--- src/rtl/ram_pkg.sv ---
// rtl/ram_pkg.sv - shared types and helpers for the byte-enable single-port RAM
//
// Purpose: sequencer state encoding, read-during-write mode codes and the
//          lane-count helper used by ram_sp_be and ram_lane_array.
// Ports:   none (package).

package ram_pkg;

  typedef enum logic [0:0] {
    ST_IDLE  = 1'b0,
    ST_CLEAR = 1'b1
  } state_t;

  localparam int RDW_READ_FIRST  = 0;
  localparam int RDW_WRITE_FIRST = 1;

  function automatic int lane_count(input int n, input int lane);
    return n / lane;
  endfunction

endpackage

--- src/rtl/ram_lane_array.sv ---
// rtl/ram_lane_array.sv - NL independent LANE-wide storage columns sharing one address
//
// Purpose: word storage split into byte-enable lanes; each lane has its own
//          write enable, all lanes share the address. Read is combinational
//          so the top level can register it and build the merged word.
// Ports:
//   clk    in   clock
//   we     in   NL   per-lane write enable
//   addr   in   AW   word address (caller keeps it < SZ when writing)
//   wdata  in   NL*LANE write data
//   rdata  out  NL*LANE current contents of the addressed word

module ram_lane_array #(
  parameter int SZ   = 32,
  parameter int AW   = 5,
  parameter int LANE = 8,
  parameter int NL   = 1
) (
  input  logic                 clk,
  input  logic [NL-1:0]        we,
  input  logic [AW-1:0]        addr,
  input  logic [NL*LANE-1:0]   wdata,
  output logic [NL*LANE-1:0]   rdata
);

  for (genvar k = 0; k < NL; k++) begin : g_lane
    logic [LANE-1:0] mem [SZ];

    always_ff @(posedge clk) begin
      if (we[k]) begin
        mem[addr] <= wdata[k*LANE +: LANE];
      end
    end

    assign rdata[k*LANE +: LANE] = mem[addr];
  end

endmodule

--- src/rtl/ram_sp_be.sv ---
// rtl/ram_sp_be.sv - single-port synchronous RAM with byte enables and clear sequencer
//
// Purpose: one access per clock with a registered read and a read-valid strobe,
//          per-lane write enables, selectable read-during-write behaviour,
//          out-of-range detection and a zero-fill sweep after reset or on clr.
// Ports:
//   clk    in   clock, all logic on posedge
//   reset  in   asynchronous active-low reset
//   en     in   access request
//   rw     in   1 = write, 0 = read
//   iaddr  in   AW word address
//   i      in   N write data
//   be     in   N/LANE lane write enables
//   clr    in   request a zero-fill sweep
//   o      out  N registered read data
//   ovalid out  pulse: o updated for an accepted access
//   err    out  pulse: accepted access was out of range
//   busy   out  clear sweep in progress

module ram_sp_be
  import ram_pkg::*;
#(
  parameter int SZ         = 32,
  parameter int N          = 8,
  parameter int AW         = 5,
  parameter int LANE       = 8,
  parameter int RDW_MODE   = 0,
  parameter int CLR_ON_RST = 1
) (
  input  logic              clk,
  input  logic              reset,
  input  logic              en,
  input  logic              rw,
  input  logic [AW-1:0]     iaddr,
  input  logic [N-1:0]      i,
  input  logic [N/LANE-1:0] be,
  input  logic              clr,
  output logic [N-1:0]      o,
  output logic              ovalid,
  output logic              err,
  output logic              busy
);

  localparam int NL = lane_count(N, LANE);
  // One extra bit so SZ == 2**AW still compares correctly.
  localparam logic [AW:0]   SZ_EXT   = (AW + 1)'(SZ);
  localparam logic [AW-1:0] LAST_PTR = AW'(SZ - 1);
  localparam state_t        RST_STATE = (CLR_ON_RST != 0) ? ST_CLEAR : ST_IDLE;

  state_t          state, state_nx;
  logic [AW-1:0]   ptr, ptr_nx;

  logic            in_range;
  logic            accept;
  logic [NL-1:0]   mem_we;
  logic [AW-1:0]   mem_addr;
  logic [N-1:0]    mem_wdata;
  logic [N-1:0]    mem_rdata;
  logic [N-1:0]    lane_mask;
  logic [N-1:0]    merged;

  assign in_range = ({1'b0, iaddr} < SZ_EXT);
  // clr always wins over a same-cycle access; nothing is accepted while sweeping.
  assign accept   = (state == ST_IDLE) && en && !clr;
  assign busy     = (state == ST_CLEAR);

  always_comb begin
    lane_mask = '0;
    for (int k = 0; k < NL; k++) begin
      lane_mask[k*LANE +: LANE] = {LANE{be[k]}};
    end
  end

  assign merged = (i & lane_mask) | (mem_rdata & ~lane_mask);

  // Storage port: the sweep owns it in CLEAR, the user access in IDLE.
  always_comb begin
    mem_we    = '0;
    mem_addr  = iaddr;
    mem_wdata = i;
    if (state == ST_CLEAR) begin
      mem_we    = '1;
      mem_addr  = ptr;
      mem_wdata = '0;
    end else if (accept && rw && in_range) begin
      mem_we = be;
    end
  end

  ram_lane_array #(
    .SZ   (SZ),
    .AW   (AW),
    .LANE (LANE),
    .NL   (NL)
  ) u_array (
    .clk   (clk),
    .we    (mem_we),
    .addr  (mem_addr),
    .wdata (mem_wdata),
    .rdata (mem_rdata)
  );

  always_comb begin
    state_nx = state;
    ptr_nx   = ptr;
    case (state)
      ST_IDLE: begin
        if (clr) begin
          state_nx = ST_CLEAR;
          ptr_nx   = '0;
        end
      end
      ST_CLEAR: begin
        if (clr) begin
          ptr_nx = '0;
        end else if (ptr == LAST_PTR) begin
          state_nx = ST_IDLE;
          ptr_nx   = '0;
        end else begin
          ptr_nx = ptr + AW'(1);
        end
      end
      default: begin
        state_nx = ST_IDLE;
        ptr_nx   = '0;
      end
    endcase
  end

  always_ff @(posedge clk or negedge reset) begin
    if (!reset) begin
      state <= RST_STATE;
      ptr   <= '0;
    end else begin
      state <= state_nx;
      ptr   <= ptr_nx;
    end
  end

  always_ff @(posedge clk or negedge reset) begin
    if (!reset) begin
      o      <= '0;
      ovalid <= 1'b0;
      err    <= 1'b0;
    end else begin
      ovalid <= accept;
      err    <= accept && !in_range;
      if (accept) begin
        if (!in_range) begin
          o <= '0;
        end else if (rw && (RDW_MODE == RDW_WRITE_FIRST)) begin
          o <= merged;
        end else begin
          // Combinational read before the edge is the pre-write word.
          o <= mem_rdata;
        end
      end
    end
  end

endmodule

--- config.mk ---
export PLATFORM = sky130hd
export DESIGN_NAME = ram_sp_be
export DESIGN_NICKNAME = d
export VERILOG_FILES = /design/src/rtl/ram_pkg.sv /design/src/rtl/ram_lane_array.sv /design/src/rtl/ram_sp_be.sv
export SDC_FILE = /design/constraint.sdc
export NUM_CORES = 1
export LEC_CHECK = 0
export CAP_MARGIN = 20
export CORE_ASPECT_RATIO = 1.2
export CORE_UTILIZATION = 49
export DETAILED_ROUTE_END_ITERATION = 10
export PLACE_DENSITY = 0.69
export SYNTH_ARGS = -nofsm -noshare
export SYNTH_HDL_FRONTEND = slang
export SYNTH_SLANG_ARGS = --single-unit
--- constraint.sdc ---
create_clock -name clk -period 5.4 [get_ports clk]
set_input_delay 1.08 -clock clk [delete_from_list [all_inputs] [get_ports clk]]
set_output_delay 1.08 -clock clk [all_outputs]
set_load 0.005 [all_outputs]
==> metrics <==
status=complete, no violations; synthesized area=0.0108 sq mm; full die area=0.0227 sq mm; TritonCTS Sinks=271; Syn Area/Cell=17.7 sq um; crit end category=register; count of pins over their slew limit=0; normalized max-slew margin=0.303; DRT antenna net count=0; post-synth top area share=0.710; first-pass GRT wire length=37500 microns; Tcrit/Tclk final=0.662; TritonCTS buffer count=25; site row count=59; Die W=138 microns; GPL Wtd Cong=0.881; Detail Placement HPWL=15900 microns; clock skew=0.0263 ns; TritonRoute pass-1 iters=5; min-delay src=o[1]$_DFFE_PN0P_; actual slew at the worst max-slew pin=1.05 ns; Final min period=3.58 ns; leading area contributor after synthesis=edfxtp_1; # resized after CTS=0; sequential area share after synthesis=0.745; CTS root buffer=clkbuf_16; post-synth cell types=53; vias per cell=6.26; nature of the critical path startpoint=register; share of cells above drive strength 1=0.152; Synth-to-Final Area Change=13.6%; Gate Count Post-Synth=613; Initial Util=0.499; Fillers=1594; Post-CTS Setup Bufs=0; Core Region=0.0217 sq mm; initial antenna violation count=0; most frequent cells after synthesis=256 x edfxtp_1, 50 x nor2_1, 35 x a22oi_1; pin count of the biggest net entering global routing=39; maximum VDD drop=0.000416 V; Max H-tree Level=1; final design utilization=0.567; Clk Latency, worst-skew pair=0.54 ns; Total Routing Usage GR=0.233; count leader, synth=edfxtp_1; Synth warnings=0; EDFF count, synth=256; die height=165 microns; # diodes=0; Clk pin slew, worst setup/hold paths=0.07 ns; FF+latch count, synth=271; DRT Wirelength=25500 microns; critical setup path kind=register to register; arrival time worst endpoint=3.73 ns; Max-Cap Viols=0; Pwr per Cell Area=361 mW/mm^2; syn nets=634; drt drc=0; num ports=30; top cells by area, synth=edfxtp_1 71%, mux4_2 5.8%, dfrtp_1 3.2%; RSZ-0062 raised after global routing=no; routed wire length per instance=27.1 microns; reg-to-reg startpoint=busy$_DFF_PN1_; P_leak=4.02 nW; total number of vias=5903; Setup Viol. Count Final=0; setup TNS=0 ns; number of global-route vias before repair=5809; Hold Crit Class=register to register; Max Buffers Root-to-Sink=3; Worst Path Required=5.55 ns; 1st-iter DRT viols=671; Final Hold Viols=0; CTS tree=yes; Fmax=0.280 GHz; Top FF cell, synth=edfxtp_1; cts hold-fix bufs=0; input/output buffers=28; ys async rst share=0.0554; Worst Path Max Fanout=38; crit path launch=busy$_DFF_PN1_; Nets=671; Overflow after GRT=0
through the flow:
stage	instances	area (sq um)	setup slack [ns]	hold WS [ns]	power [mW]
after floorplan	613	10800	2.45	0.543	2.51
after global placement	897	11400	1.43	0.536	2.59
after detailed placement	897	11400	1.35	0.548	2.60
after CTS	943	12300	1.86	0.561	4.45
after global routing	943	12300	1.70	0.583	4.54
final	943	12300	1.82	0.557	4.44
layout by cell type (no fill, tap or decap), types with 6 or more instances in the layout:
cell type / instances
edfxtp_1: 256
nor2_1: 50
a22oi_1: 35
mux2i_1: 33
mux4_2: 28
clkdlybuf4s50_1: 28
clkbuf_16: 25
a21oi_1: 22
nor2b_1: 17
nor3_1: 17
buf_4: 15
dfrtp_1: 14
a31oi_1: 9
nor2b_2: 8
nand3_1: 7
nand2_1: 7
o21ai_0: 6
bufinv_16: 6
per-layer routing:
layer	track usage	share of wire	vias up
met5	0	0	-
met4	0.0894	0.040	0
met3	0.0310	0.062	67
met2	0.391	0.50	264
met1	0.307	0.40	3024
li1	-	-	2548
final timing paths:
| path | slack [ns] | cells past startpoint | to |
|---|---|---|---|
| max reg2reg | 1.82 | 3 | u_array.g_lane[0].mem[3][5]$_DFFE_PP_ |
| max | 1.82 | 3 | u_array.g_lane[0].mem[3][5]$_DFFE_PP_ |
| min in group asynchronous | 0.96 | 1 | ptr[2]$_DFFE_PN0P_ |
| max in group asynchronous | 3.98 | 1 | o[2]$_DFFE_PN0P_ |
| min | 0.56 | 2 | o[1]$_DFFE_PN0P_ |
| min reg2reg | 0.56 | 2 | o[1]$_DFFE_PN0P_ |
critical path, cell delays in order, from the launching register on:
cell	delay, ns
dfstp_2	1.05
mux2_2	0.66
nand3_1	0.68
nor2_1	0.81
registers in the layout (all words and copies together), names as in the netlist:
signal              count
u_array.g_lane.mem    256
o                       8
ptr                     5
busy                    1
ovalid                  1
logic make-up after synthesis:
logic type / share of synthesized area
flops: 0.745
simple gates: 0.0604
compound gates: 0.0691
mux: 0.104
buf+inv: 0.0182
fa+ha+maj: 0.00231
other cells: 0.000347
power by group:
group | switching [mW] | internal [mW] | leakage [nW]
combinational | 0.143 | 0.102 | 0.996
sequential | 0.0133 | 2.29 | 2.59
clock | 0.748 | 1.14 | 0.432
total | 0.905 | 3.54 | 4.02
layout make-up:
class	count	area [sq um]	area share
clock buffer	29	641	0.0521
clock inverter	17	239	0.0194
inverter	3	11.3	0.000916
multi-input combinational	305	2580	0.210
sequential	271	8060	0.656
tap	274	343	0.0279
timing repair buffer	44	413	0.0336
Note: power is estimated with default switching activity, not from simulation.
